<file path="config.mk">
export PLATFORM = sky130hd
export DESIGN_NAME = serial_subtractor
export DESIGN_NICKNAME = d
export VERILOG_FILES = /design/src/rtl/serial_subtractor_pkg.sv /design/src/rtl/fullsub_cell.sv /design/src/rtl/serial_subtractor.sv
export SDC_FILE = /design/constraint.sdc
export NUM_CORES = 1
export LEC_CHECK = 0
export ABC_AREA = 1
export BUFFER_PORTS_ARGS = -buffer_cell sky130_fd_sc_hd__buf_2
export CORE_MARGIN = 2
export CORE_UTILIZATION = 49
export DETAILED_ROUTE_END_ITERATION = 10
export HOLD_SLACK_MARGIN = 0.03
export PLACE_DENSITY = 0.74
export RECOVER_POWER = 25
export SLEW_MARGIN = 20
export SYNTH_ARGS = -nofsm -noshare
export SYNTH_HDL_FRONTEND = slang
export SYNTH_SLANG_ARGS = --single-unit
export TNS_END_PERCENT = 30
</file>
<file path="constraint.sdc">
create_clock -name clk -period 1.3 [get_ports clk]
set_clock_uncertainty 0.1 [all_clocks]
set_input_delay 0.26 -clock clk [delete_from_list [all_inputs] [get_ports clk]]
set_output_delay 0.26 -clock clk [all_outputs]
set_load 0.01 [all_outputs]
</file>
<file path="src/rtl/serial_subtractor_pkg.sv">
// -----------------------------------------------------------------------------
// serial_subtractor_pkg
//   Shared types and constants for the bit-serial subtractor.
//   - sub_state_t   : control FSM state encoding (IDLE, RUN, DONE)
//   - SUB_WIDTH_DEF : default operand width
//   - sub_cnt_width : width of the bit-step counter for a given operand width
// -----------------------------------------------------------------------------
package serial_subtractor_pkg;

    typedef enum logic [1:0] {
        IDLE = 2'd0,
        RUN  = 2'd1,
        DONE = 2'd2
    } sub_state_t;

    localparam int SUB_WIDTH_DEF = 8;

    // $clog2(2) is 1, so the floor of 1 only protects against degenerate widths.
    function automatic int sub_cnt_width(input int width);
        return (width <= 2) ? 1 : $clog2(width);
    endfunction

endpackage

</file>
<file path="src/rtl/fullsub_cell.sv">
// -----------------------------------------------------------------------------
// fullsub_cell
//   One-bit full subtractor computing x - y - bin.
//   Ports:
//     d   (out) difference bit
//     bo  (out) borrow out
//     x   (in)  minuend bit
//     y   (in)  subtrahend bit
//     bin (in)  borrow in
// -----------------------------------------------------------------------------
module fullsub_cell (
    output logic d,
    output logic bo,
    input  logic x,
    input  logic y,
    input  logic bin
);

    assign d  = x ^ y ^ bin;
    // Borrow when y exceeds x, or when x == y and a borrow is already pending.
    assign bo = (~x & y) | (~(x ^ y) & bin);

endmodule

</file>
<file path="src/rtl/serial_subtractor.sv">
// -----------------------------------------------------------------------------
// serial_subtractor
//   Bit-serial a - b, LSB first, one bit per clock through a single
//   fullsub_cell and a registered borrow.
//
//   Handshake: start is accepted on any edge where busy = 0 (IDLE or DONE).
//   busy is high for the WIDTH bit steps; done pulses for one cycle after the
//   last step, at which point diff/bout/ovf carry the new result. start while
//   busy = 1 is ignored.
//
//   Ports:
//     clk, rst_n    clock, asynchronous active-low reset
//     start         launch request
//     bin           initial borrow (only with SERIAL_SUBTRACTOR_BIN_EN)
//     a, b          minuend / subtrahend, captured on the accepting edge
//     busy, done    status
//     diff          a - b (- bin) modulo 2^WIDTH
//     bout          final borrow
//     ovf           two's-complement overflow
//     state_dbg     current FSM state, for observation only
//
//   Configuration macro: SERIAL_SUBTRACTOR_BIN_EN adds the bin input so words
//   can be chained through bout -> bin; without it the initial borrow is 0.
// -----------------------------------------------------------------------------
module serial_subtractor
    import serial_subtractor_pkg::*;
#(
    parameter int WIDTH = SUB_WIDTH_DEF
) (
    input  logic             clk,
    input  logic             rst_n,
    input  logic             start,
`ifdef SERIAL_SUBTRACTOR_BIN_EN
    input  logic             bin,
`endif
    input  logic [WIDTH-1:0] a,
    input  logic [WIDTH-1:0] b,
    output logic             busy,
    output logic             done,
    output logic [WIDTH-1:0] diff,
    output logic             bout,
    output logic             ovf,
    output sub_state_t       state_dbg
);

    localparam int CW = sub_cnt_width(WIDTH);

    sub_state_t       state_q, state_d;
    logic [WIDTH-1:0] sa_q, sa_d;
    logic [WIDTH-1:0] sb_q, sb_d;
    logic [WIDTH-1:0] res_q, res_d;
    logic             borrow_q, borrow_d;
    logic [CW-1:0]    cnt_q, cnt_d;
    logic             a_msb_q, a_msb_d;
    logic             b_msb_q, b_msb_d;
    logic [WIDTH-1:0] diff_q, diff_d;
    logic             bout_q, bout_d;
    logic             ovf_q, ovf_d;

    logic             accept;
    logic             last_step;
    logic             bin_init;
    logic             cell_d;
    logic             cell_bo;
    logic [WIDTH-1:0] res_shift;

`ifdef SERIAL_SUBTRACTOR_BIN_EN
    assign bin_init = bin;
`else
    assign bin_init = 1'b0;
`endif

    assign accept    = start && (state_q != RUN);
    assign last_step = (cnt_q == CW'(WIDTH - 1));

    fullsub_cell u_cell (
        .d   (cell_d),
        .bo  (cell_bo),
        .x   (sa_q[0]),
        .y   (sb_q[0]),
        .bin (borrow_q)
    );

    // New bits enter at the MSB so after WIDTH steps bit 0 sits at the LSB.
    assign res_shift = {cell_d, res_q[WIDTH-1:1]};

    // ---------------------------------------------------------------- FSM
    always_ff @(posedge clk or negedge rst_n) begin
        if (!rst_n) begin
            state_q <= IDLE;
        end else begin
            state_q <= state_d;
        end
    end

    always_comb begin
        state_d = state_q;
        case (state_q)
            IDLE:    if (start) state_d = RUN;
            RUN:     if (last_step) state_d = DONE;
            DONE:    state_d = start ? RUN : IDLE;
            default: state_d = IDLE;
        endcase
    end

    always_comb begin
        busy      = (state_q == RUN);
        done      = (state_q == DONE);
        state_dbg = state_q;
    end

    // ---------------------------------------------------------------- datapath
    always_comb begin
        sa_d     = sa_q;
        sb_d     = sb_q;
        res_d    = res_q;
        borrow_d = borrow_q;
        cnt_d    = cnt_q;
        a_msb_d  = a_msb_q;
        b_msb_d  = b_msb_q;
        diff_d   = diff_q;
        bout_d   = bout_q;
        ovf_d    = ovf_q;
        if (accept) begin
            sa_d     = a;
            sb_d     = b;
            res_d    = '0;
            borrow_d = bin_init;
            cnt_d    = '0;
            a_msb_d  = a[WIDTH-1];
            b_msb_d  = b[WIDTH-1];
        end else if (state_q == RUN) begin
            sa_d     = sa_q >> 1;
            sb_d     = sb_q >> 1;
            res_d    = res_shift;
            borrow_d = cell_bo;
            if (last_step) begin
                diff_d = res_shift;
                bout_d = cell_bo;
                // Overflow only possible when operand signs differ; then the
                // result sign must match the minuend sign.
                ovf_d  = (a_msb_q != b_msb_q) && (cell_d != a_msb_q);
            end else begin
                cnt_d  = cnt_q + CW'(1);
            end
        end
    end

    always_ff @(posedge clk or negedge rst_n) begin
        if (!rst_n) begin
            sa_q     <= '0;
            sb_q     <= '0;
            res_q    <= '0;
            borrow_q <= 1'b0;
            cnt_q    <= '0;
            a_msb_q  <= 1'b0;
            b_msb_q  <= 1'b0;
            diff_q   <= '0;
            bout_q   <= 1'b0;
            ovf_q    <= 1'b0;
        end else begin
            sa_q     <= sa_d;
            sb_q     <= sb_d;
            res_q    <= res_d;
            borrow_q <= borrow_d;
            cnt_q    <= cnt_d;
            a_msb_q  <= a_msb_d;
            b_msb_q  <= b_msb_d;
            diff_q   <= diff_d;
            bout_q   <= bout_d;
            ovf_q    <= ovf_d;
        end
    end

    assign diff = diff_q;
    assign bout = bout_q;
    assign ovf  = ovf_q;

endmodule

</file>
Word level (Yosys, flattened, before mapping):

Cells that the tools add are included.

* output and inout port bits: 14
* input port bits: 19
* word-level logic and storage cells: 51
* register bits after elaboration: 42

* bitwise gates (word level): 8
* eq/ne operators: 9
* add/subtract/negate cells: 1
* multiplexer cells: 15
* reductions and logical operators: 7

Operators by type and width (count)
* 8-bit 2-to-1 mux: 6
* 3-bit 2-to-1 mux: 3
* 2-bit one-hot mux with 3 select lines: 1
* 2-bit 2-to-1 mux: 2
* 2-bit by 1-bit != test with 1-bit output, second input constant: 2
* 2-bit != test, second input constant: 2
* 2-bit AND reduction: 2
* 3-bit by 1-bit adder with 3-bit output, second input constant: 1
* 3-bit equality test, second input constant: 1
* 1-bit 2-to-1 mux: 3
* 1-bit NOT: 3
* 3-bit AND reduction: 1
* 1-bit bitwise AND: 2
* 2-bit by 1-bit equality test with 1-bit output, second input constant: 1
* 2-bit equality test, second input constant: 1
* 1-bit logical AND: 2
* 2-bit zero test: 1
* 1-bit != test: 2
* 2-bit nonzero test: 1
* 1-bit bitwise XOR: 2
* 1-bit bitwise OR: 1

Longest topological paths before layout:

Gate-level depths: netlist of the first run.

* depth in word-level cells: 6
* depth in mapped cells: 7

Modules after synthesis:

Synthesis of the first run repeated with hierarchy kept, for this count alone.

* cells, all modules: 202
* area, all modules: 1810.5 µm²

By module, submodules not included
* serial_subtractor: area an instance 1779.2 µm², cells an instance 198, times used 1, seq. area each 1026.0 µm²
* fullsub_cell: area an instance 31.3 µm², cells an instance 4, times used 1, seq. area each 0.0 µm²

Worst setup path after synthesis of the first run:

Ideal clock, no wire load.

* path kind: reg2reg
* start: register borrow_q
* end: register ovf_q, in the netlist ovf
* required time: 1084 ps
* arrival: 1154 ps
* stages on the path, launching flop included: 8
* slack: -71 ps
* path buffers: 0
* library setup time: 116 ps
* cell sequence: dfrtp_1 inv_1 fa_1 nor2_1 nand2_1 nand2_1 nand2_1 nand2_1

* longest elaborated chain between the ends: 3

Ends and longest elaborated chain
* from (decl): line serial_subtractor.sv:52 `logic borrow_q, borrow_d;`
* from (signal assigned): line serial_subtractor.sv:165 `borrow_q <= borrow_d;`
* 1-bit bitwise XOR: line fullsub_cell.sv:19 `assign d = x ^ y ^ bin;`
* net cell_d: line serial_subtractor.sv:63 `logic cell_d;`
* 1-bit != test: line serial_subtractor.sv:142 `ovf_d = (a_msb_q != b_msb_q) && (cell_d != a_msb_q);`
* 1-bit logical AND: line serial_subtractor.sv:142
* to (signal assigned): line serial_subtractor.sv:171 `ovf_q <= ovf_d;`
* to (decl): line serial_subtractor.sv:58 `logic ovf_q, ovf_d;`

The timed path passes the listed nets, and every way through them passes these cells.
A chain may end at the register's enable or synchronous reset.

Worst setup path in the final report of the first run:

* start: register sa_q[0]
* end: register ovf_q, in the netlist ovf

* longest elaborated chain between the ends: 4

Ends and longest elaborated chain
* from (decl): line serial_subtractor.sv:49 `logic [WIDTH-1:0] sa_q, sa_d;`
* from (signal assigned): line serial_subtractor.sv:151 `sa_q <= '0;`
* from (signal assigned): line serial_subtractor.sv:162 `sa_q <= sa_d;`
* 1-bit bitwise XOR (2 in a row): line fullsub_cell.sv:19
* net cell_d: line serial_subtractor.sv:63
* 1-bit != test: line serial_subtractor.sv:142
* 1-bit logical AND: line serial_subtractor.sv:142

The timed path passes the listed nets, and every way through them passes these cells.

==> impl_metrics.ini, run 1 <==
[status]
outcome = finished with violations
violations = setup timing

[placed_design]
dpl_cell_area_mm2 = 0.002087
gp_congestion = 0.7590
io_buffers = 32
hpwl_um = 2558
place_inst = 293

[route]
detail-route-antenna-nets = 0
wl_met3_um = 135
drt-met1-wl_um = 1927
drt-total-wl_um = 4150
routed-via-count = 1558
avgViaCountPerCell = 5.026
drc = 0
routedWlPerCell_um = 13.39
top_layer = met4
dr.pass1.iters = 4
drtIter0Drc = 107
wl_met2_um = 2039

[setup_path]
criticalPathCategory = flop to flop
cp_data_required_time_ps = 1390
r2r_setup_slack_ps = -150
path_common_cell = nand2_1
crit_path_end_kind = flop
cp_slowest_cell = fa_2
critPathMaxFanout = 3
slowest_delay_ps = 590
cp-startpoint = sa_q[0]
rr_endpoint = ovf
rr_worst_depth = 6
r2r_start = sa_q[0]
worstPathArrival_ps = 1530
worstSetupStartpointType = flop
path_cells = fa_2 > nor2_1 > nand2_1 > nand2_1 > nand2_1 > nand2_1

[final_layout]
fillers = 302
regArea_mm2 = 0.001026
nNetsFinal = 284
antenna_cells = 0
syn_to_final_growth_pct = 32.46
multi_input_area_um2 = 770.7
final_util_pct = 66.69
drive_above_1_share_pct = 30.15
final_area_mm2 = 0.002405
fin_cells = 310

[clocking]
clockRootBuffer = clkbuf_8
clk_latency_ps = 290
cts_buffers = 5
cts_tree = done
clkSlewWorstSetupHoldPaths_ps = 80
htree_levels = 2
clock_sink_count = 41
clk_path_buf_depth = 2

[synth]
yosys_warnings = 0
avgSynthCellArea_um2 = 8.728
yosys.area_share.simple_pct = 33.08
synth_nets = 231
synthMuxAreaShare_pct = 0
yosys.area_share.xor_xnor_pct = 0
syn_area_mm2 = 0.001815
synth-compound-area-share_pct = 0.6203
yosysSeqAreaShare_pct = 56.51
ys_ff_latch = 41
synth_fa_ha_area_share_pct = 3.170
synth_cells = 208
ys_types = 19
synth_top_family_by_area = simple AND/OR/NAND/NOR gates

[timing]
fmax_mhz = 690.5
tightest_slew_ps = 743.2
hold_violations = 0
period_needed_ps = 1448
rsz0062_at_grt = true
timing.final.ws_setup_ps = -148.2
final_max_slew_viol_count = 0
max_slew_margin_pct = 50.45
hold_ws_ps = 78.68
finalSetupViolations = 12
period_share_pct = 111.4

[power_and_ir_drop]
p_sw_mw = 2.183
power.leakage_nw = 1.286
power_frac_comb_pct = 43.9
swShare_pct = 37.94
clockPowerShare_pct = 18.3
power_density_mw_per_mm2 = 2393
ir_drop_mv = 1.447
p_int_mw = 3.571
seq_power_share_pct = 37.8

[grt]
grtUsageTotal_pct = 21.87
grt_first_pass_wirelength_um = 6906
grt_max_degree = 30
grt_overflow = 0
grt_pass1_vias = 1534
antenna_found_initial = 0

[die]
row_count = 22
die_h_um = 64.87
die_area_mm2 = 0.004208
dieWidth_um = 64.87
core_mm2 = 0.003606
io_pins = 33
initial_utilization_pct = 50.35

[hold_path]
worstHoldPathType = input pin to flop
whs_endpoint = sa_q[7]
hold_path_depth = 3
holdCritStartpoint = a[7]

[job]
cap_viol_max_count = 0
==> cell usage in the layout, fill, tap and decap left out, drive strengths merged, types with 3 or more instances in the layout <==
master and instances:
buf 50, nand3 47, inv 13, ha 3
clkbuf 8, nor2 5, nand2 89, dfrtp 41
==> cells by family after synthesis <==
family | after synthesis
simple gates | 139
flops | 41
buf+inv | 22
fa+ha+maj | 4
compound gates | 2
==> power by group through the flow <==
| stage | sequential, mW | clock [mW] | combinational [mW] |
|---|---|---|---|
| floorplan | 2.20 | 0 | 1.32 |
| global placement | 2.15 | 0 | 1.97 |
| detailed placement | 2.17 | 0 | 2.02 |
| CTS | 2.15 | 1.08 | 2.25 |
| global route | 2.24 | 1.15 | 2.80 |
| finish | 2.18 | 1.05 | 2.52 |
==> per-layer routing <==
| metal | vias to the layer above | GRT usage (%) |
|---|---|---|
| met5 | - | 0 |
| met4 | 0 | 11.17 |
| met3 | 4 | 4.167 |
| met2 | 31 | 34.28 |
| met1 | 749 | 28.97 |
| li1 | 774 | - |
==> through the flow <==
stage                     worst slack (ps)  setup TNS [ps]  total power, mW
after detailed placement            -178.6           -1689            4.189
final                               -148.2          -748.2            5.754
after CTS                           -147.0          -659.9            5.481
after floorplan                     -70.64          -70.64            3.514
after global routing                -234.2           -4753            6.186
after global placement              -124.5          -963.7            4.114
==> worst max-delay path: cells and delay by family, from the launching register on <==
kind | cells | cell delay [ps]
fa+ha+maj | 1 | 590
flops | 1 | 410
simple gates | 5 | 250
==> cell usage after synthesis <==
master,count,area [µm²]
o21ai_0,1,5.000
nand2_4,1,11.26
buf_6,4,45.04
ha_1,3,37.54
inv_2,2,7.510
nand2_1,86,322.8
fa_1,1,20.02
nor2_4,1,11.26
buf_2,2,10.01
buf_4,1,7.510
clkbuf_1,1,3.750
nand3_1,47,235.2
o22ai_1,1,6.260
clkbuf_2,1,5.000
nor2_1,2,7.510
inv_1,11,41.29
nor2_2,1,6.260
nand2_2,1,6.260
dfrtp_1,41,1026
==> registers in the layout, summed over array words and instances (netlist names) <==
register	flops
bout	1
cnt_q	3
borrow_q	1
state_dbg	2
res_q	7
diff	8
ovf	1
sb_q	8
sa_q	8
a_msb_q	1
b_msb_q	1
==> final cells by class <==
cell class | instances | share of cell area, %
timing repair buffer | 52 | 15.50
inverter | 13 | 2.133
clock buffer | 7 | 3.590
timing repair inverter | 1 | 0.3122
tap | 48 | 2.497
clock inverter | 1 | 1.249
multi-input combinational | 147 | 32.05
sequential | 41 | 42.66
==> how the worst max path moves through the flow <==
stage / endpoint / slack, ps
finish: ovf / -150
global route: ovf / -230
CTS: ovf / -150
detailed placement: bout / -180
global placement: ovf / -120
floorplan: ovf / -70
==> repair_timing <==
action / in CTS / in global routing
hold buffers: 1 / 0
setup endpoints to repair: 19 / 43
gates cloned: 1 / 2
gates resized for setup: 11 / 21
pin swaps: 5 / 3
hold endpoints to repair: 12 / 0
setup buffers: 5 / 1
Note: power is estimated with default switching activity, not from simulation.
==> run 2, diff against run 1 <==
--- a/config.mk
+++ b/config.mk
@@ -8,10 +8,10 @@
 export ABC_AREA = 1
 export BUFFER_PORTS_ARGS = -buffer_cell sky130_fd_sc_hd__buf_2
 export CORE_MARGIN = 2
-export CORE_UTILIZATION = 49
+export CORE_UTILIZATION = 45
 export DETAILED_ROUTE_END_ITERATION = 10
 export HOLD_SLACK_MARGIN = 0.03
-export PLACE_DENSITY = 0.74
+export PLACE_DENSITY = 0.69
 export RECOVER_POWER = 25
 export SLEW_MARGIN = 20
 export SYNTH_ARGS = -nofsm -noshare
==> run 2 against run 1 <==
Net effect: the run still ends with setup timing left; critical path depth rose by 1; clock power is essentially flat; die area up 8.3%; final area down 1.5%; clock-buffer cell count is the same; global-route usage down 4.1 points.
==> impl_metrics.ini, run 2 (same netlist as run 1, synthesis figures left out) <==
[setup_path]
worstSetupStartpointType = flop
criticalPathCategory = flop to flop
critPathMaxFanout = 3
worstPathArrival_ps = 1560
cp_slowest_cell = fa_2
slowest_delay_ps = 600
path_common_cell = nand2_1
crit_path_end_kind = flop
critPathTopFamily = adder cells
path_cells = inv_2 > fa_2 > nor2_1 > nand2_1 > nand2_1 > nand2_1 > nand2_1
rr_worst_depth = 7
cp_data_required_time_ps = 1400
cp_num_cells = 7
worst-path-buf-inv = 1

[route]
wl_met3_um = 195
drt-met1-wl_um = 1773
avgViaCountPerCell = 4.946
routedWlPerCell_um = 12.51
top_layer = met4
routed-via-count = 1543
drt-total-wl_um = 3903
wl_met2_um = 1899
dr.pass1.iters = 4
drtIter0Drc = 99
detail-route-antenna-nets = 0
drc = 0

[timing]
fmax_mhz = 684.0
final_max_slew_viol_count = 0
rsz0062_at_grt = true
period_share_pct = 112.5
period_needed_ps = 1462
timing.final.ws_setup_ps = -162.0
finalSetupViolations = 28
tightest_slew_ps = 547.7
max_slew_margin_pct = 63.49
hold_violations = 0
hold_ws_ps = 92.58

[die]
dieWidth_um = 67.52
initial_utilization_pct = 46.05
core_mm2 = 0.003943
row_count = 23
io_pins = 33
die_area_mm2 = 0.004558
die_h_um = 67.52

[placed_design]
io_buffers = 32
gp_congestion = 0.7493
hpwl_um = 2472
dpl_cell_area_mm2 = 0.002090

[grt]
antenna_found_initial = 0
grt_overflow = 0
grt_first_pass_wirelength_um = 5906
grt_max_degree = 42
grt_pass1_vias = 1323
grtUsageTotal_pct = 17.77

[hold_path]
worstHoldPathType = input pin to flop
hold_path_depth = 3

[final_layout]
antenna_cells = 0
layout_common_cells = nand2_1, nand3_1, dfrtp_1, buf_2, buf_4
nNetsFinal = 284
final_area_mm2 = 0.002370
syn_to_final_growth_pct = 30.53
final_common_cell = nand2_1
drive_above_1_share_pct = 30.53
fillers = 342

[clocking]
clockRootBuffer = clkbuf_8
cts_tree = done
cts_buffers = 5
htree_levels = 2
clock_sink_count = 41
clkSlewWorstSetupHoldPaths_ps = 80
clk_path_buf_depth = 2
clk_latency_ps = 300

[power_and_ir_drop]
p_int_mw = 3.550
finalPower_mw = 5.655
power_frac_comb_pct = 42.8
swShare_pct = 37.23
power.leakage_nw = 1.273
p_sw_mw = 2.105
ir_drop_mv = 1.157
seq_power_share_pct = 38.5
power_density_mw_per_mm2 = 2386
clockPowerShare_pct = 18.7

[status]
outcome = finished with violations
violations = setup timing

[job]
cap_viol_max_count = 0
[run 2: worst register-to-register path, cell delays in order (launching register included)]
cell     delay [ps]
dfrtp_1         350
inv_2            50
fa_2            600
nor2_1           60
nand2_1          60
nand2_1          50
nand2_1          50
nand2_1          40
[run 2: timing repair]
item                                   4_1_cts  5_1_grt
buffers inserted                             5        2
resized for setup                           14       12
gates cloned                                 0        1
pin swaps                                    4        4
endpoints found under the hold margin       41        0
hold buffers                                 1        0
setup endpoints to repair                   19       41
[run 2: power by group through the flow]
| stage | registers (mW) | clock network [mW] | logic [mW] |
|---|---|---|---|
| floorplan | 2.20 | 0 | 1.32 |
| global placement | 2.15 | 0 | 1.95 |
| detailed placement | 2.16 | 0 | 2.00 |
| CTS | 2.15 | 1.08 | 2.24 |
| global route | 2.24 | 1.13 | 2.71 |
| finish | 2.18 | 1.06 | 2.42 |
[run 2: worst paths after layout]
check,startpoint,endpoint,slack [ps]
min in group asynchronous,rst_n,bout,480
hold reg to reg,bout,bout,380
max in group asynchronous,rst_n,diff[7],240
setup reg to reg,borrow_q,ovf,-160
setup / recovery,borrow_q,ovf,-160
hold / removal,a[2],sa_q[2],90
[run 2: metrics by stage]
step	std cells	utilization, %	worst slack, ps	setup TNS (ps)
finish	312	60.11	-162.0	-1145
global route	312	60.11	-181.9	-2906
CTS	309	58.58	-167.1	-939.1
detailed placement	295	53.00	-176.7	-1845
global placement	295	53.00	-117.0	-1127
floorplan	208	-	-70.64	-70.64
[run 2: final cells by class]
type | instances | area, µm² | share of cell area (%)
clock inverters | 1 | 30.03 | 1.267
repair buffers | 54 | 359.1 | 15.15
clock buffers | 7 | 86.33 | 3.643
inverters | 13 | 51.30 | 2.165
multi-input cells | 146 | 754.5 | 31.84
well taps | 50 | 62.56 | 2.640
flip-flops and latches | 41 | 1026 | 43.29
[run 2: layer usage]
| layer | track usage, % | up-vias |
|---|---|---|
| li1 | - | 775 |
| met1 | 24.02 | 729 |
| met2 | 26.72 | 35 |
| met3 | 5.667 | 4 |
| met4 | 6.633 | 0 |
| met5 | 0 | - |
==> run 3, diff against run 2 <==
--- a/config.mk
+++ b/config.mk
@@ -5,10 +5,10 @@
 export SDC_FILE = /design/constraint.sdc
 export NUM_CORES = 1
 export LEC_CHECK = 0
-export ABC_AREA = 1
 export BUFFER_PORTS_ARGS = -buffer_cell sky130_fd_sc_hd__buf_2
 export CORE_MARGIN = 2
 export CORE_UTILIZATION = 45
+export CTS_CLUSTER_SIZE = 28
 export DETAILED_ROUTE_END_ITERATION = 10
 export HOLD_SLACK_MARGIN = 0.03
 export PLACE_DENSITY = 0.69
==> run 3 against run 2 <==
Net effect: the flow still finishes with violations (setup timing); clock-buffer cell count unchanged; final area shrank 0.63%; combinational power is 5% lower; utilization grew 3.3 points; critical endpoint is now diff[2]; global-route usage about the same; routed wire length is 13% lower; total power down 1.9%; largest power group unchanged; sequential power about the same; critical path depth decreased by 2; worst hold slack gained 50 ps; cell count decreased by 17%.
==> impl_metrics.ini, run 3 <==
[setup_path]
worstSetupStartpointType = flop
cp_data_required_time_ps = 1380
criticalPathCategory = flop to flop
cp-startpoint = cnt_q[1]
critPathTopFamily = flip-flops
worstPathArrival_ps = 1650
worst-path-buf-inv = 1
crit_path_end_kind = flop
slowest_delay_ps = 390
path_cells = ha_2 > ha_4 > nand3b_1 > buf_12 > mux2_2
critPathMaxFanout = 12
r2r_start = cnt_q[1]
cp_slowest_cell = dfrtp_1

[job]
cap_viol_max_count = 0

[route]
drtIter0Drc = 79
dr.pass1.iters = 4
routed-via-count = 1292
drc = 0
drt-total-wl_um = 3395
avgViaCountPerCell = 4.988
detail-route-antenna-nets = 0
routedWlPerCell_um = 13.11

[clocking]
clock_sink_count = 41
clkSlewWorstSetupHoldPaths_ps = 70
clockRootBuffer = clkbuf_8
cts_buffers = 5
clk_latency_ps = 290
clk_path_buf_depth = 2
cts_tree = done
htree_levels = 2

[synth]
synth-async-reset-ratio_pct = 100.0
synth_ff_type = dfrtp_1
syn_area_mm2 = 0.001753
yosys_warnings = 0
synth_top_area_share_pct = 58.53
synth_common_cells = dfrtp_1, nand2_1, o21ai_0, mux2i_1, mux2_2
ys_ff_latch = 41
synth_edf_count = 0
synth_cells = 153
yosysSeqAreaShare_pct = 58.53
yosysMostFrequentCell = dfrtp_1
synth_top_area_cell = dfrtp_1
synthTopCellsByArea = dfrtp_1, mux2i_1, nand2_1
synth_nets = 176
avgSynthCellArea_um2 = 11.46
ys_types = 25

[power_and_ir_drop]
power.leakage_nw = 1.190
seq_power_share_pct = 39.8
clockPowerShare_pct = 18.8
swShare_pct = 32.87
p_int_mw = 3.724
ir_drop_mv = 1.006
power_frac_comb_pct = 41.3
power_density_mw_per_mm2 = 2356
p_sw_mw = 1.824

[timing]
tightest_slew_ps = 539.5
fin_setup_tns_ps = -3426
final_max_slew_viol_count = 0
period_share_pct = 121.1
hold_ws_ps = 142.7
fmax_mhz = 635.1
period_needed_ps = 1575
timing.final.ws_setup_ps = -274.6
rsz0062_at_grt = true
max_slew_margin_pct = 64.04
hold_violations = 0
finalSetupViolations = 19

[placed_design]
gp_congestion = 0.7378
hpwl_um = 2440
io_buffers = 32

[hold_path]
holdCritStartpoint = a[7]
worstHoldPathType = input pin to flop

[final_layout]
antenna_cells = 0
final_common_cell = dfrtp_1
fillers = 294
layout_common_cells = dfrtp_1, buf_2, nand2_1, buf_4, mux2i_1
drive_above_1_share_pct = 41.23
nNetsFinal = 233
syn_to_final_growth_pct = 34.33

[grt]
grt_pass1_vias = 1309
antenna_found_initial = 0
grt_first_pass_wirelength_um = 5775
grt_overflow = 0
grtUsageTotal_pct = 17.73
grt_max_degree = 42

[die]
core_mm2 = 0.003716
initial_utilization_pct = 47.17
die_area_mm2 = 0.004411
die_h_um = 66.42
row_count = 22
io_pins = 33
dieWidth_um = 66.42

[status]
violations = setup timing
outcome = finished with violations
run 3: changes by cell type after synthesis, sizes merged, moves of 2 or more:
cell	delta
a21oi	+2
inv	-9
mux2	+11
a22o	+2
nand2	-57
o21ai	+23
mux2i	+16
nand3	-46
run 3: cell type report:
type | count | area (µm²) | share of cell area, %
clock buffers | 7 | 86.33 | 3.666
clock inverters | 1 | 30.03 | 1.275
inverters | 5 | 21.27 | 0.9033
multi-input cells | 100 | 730.7 | 31.03
flip-flops and latches | 41 | 1027 | 43.62
well taps | 48 | 60.06 | 2.550
repair buffers | 57 | 399.1 | 16.95
run 3: worst paths after layout:
check	endpoint	slack, ps	cells past startpoint
setup / recovery	diff[2]	-270	5
hold / removal	a_msb_q	140	2
setup reg to reg	diff[2]	-270	5
hold reg to reg	sa_q[1]	390	2
max in group asynchronous	state_dbg[0]	220	3
min in group asynchronous	state_dbg[1]	490	3
run 3: repair_timing:
item	4_1_cts	5_1_grt
setup endpoints to repair	40	41
hold buffers	1	0
hold endpoints to repair	41	0
buffers inserted	1	6
pin swaps	2	1
resized for setup	5	23
run 3: cell families (layout without fill, tap and decap cells):
group,after synthesis,after routing,share of synthesized area [%]
buf+inv,12,70,3.283
simple gates,40,40,9.922
compound gates,29,29,8.780
mux,27,27,16.20
fa+ha+maj,4,4,3.284
flops,41,41,58.53
run 3: routing by layer:
metal | vias to the layer above | track usage, % | part of all wire (%)
met2 | 34 | 29.00 | 50
met4 | 0 | 7.398 | 1.6
met5 | - | 0 | 0
li1 | 627 | - | -
met1 | 626 | 21.65 | 44
met3 | 5 | 5.451 | 4.6
run 3: power groups by stage:
stage	combinational (mW)	clock (mW)	sequential [mW]
6_report	2.29	1.05	2.21
5_1_grt	2.56	1.14	2.28
4_1_cts	2.03	1.07	2.20
3_5_place_dp	1.97	0	2.22
3_3_place_gp	1.88	0	2.17
2_1_floorplan	1.18	0	2.20
run 3: through the flow:
stage                     utilization [%]  cells  power, mW  setup WS, ps  area [µm²]
after floorplan                         -    153      3.378        -246.4        1797
after global placement              57.51    243      4.051        -237.4        2137
after detailed placement            57.51    243      4.191        -276.3        2137
after CTS                           61.52    253      5.304        -282.4        2286
after global routing                63.37    259      5.986        -334.4        2355
final                               63.37    259      5.547        -274.6        2355
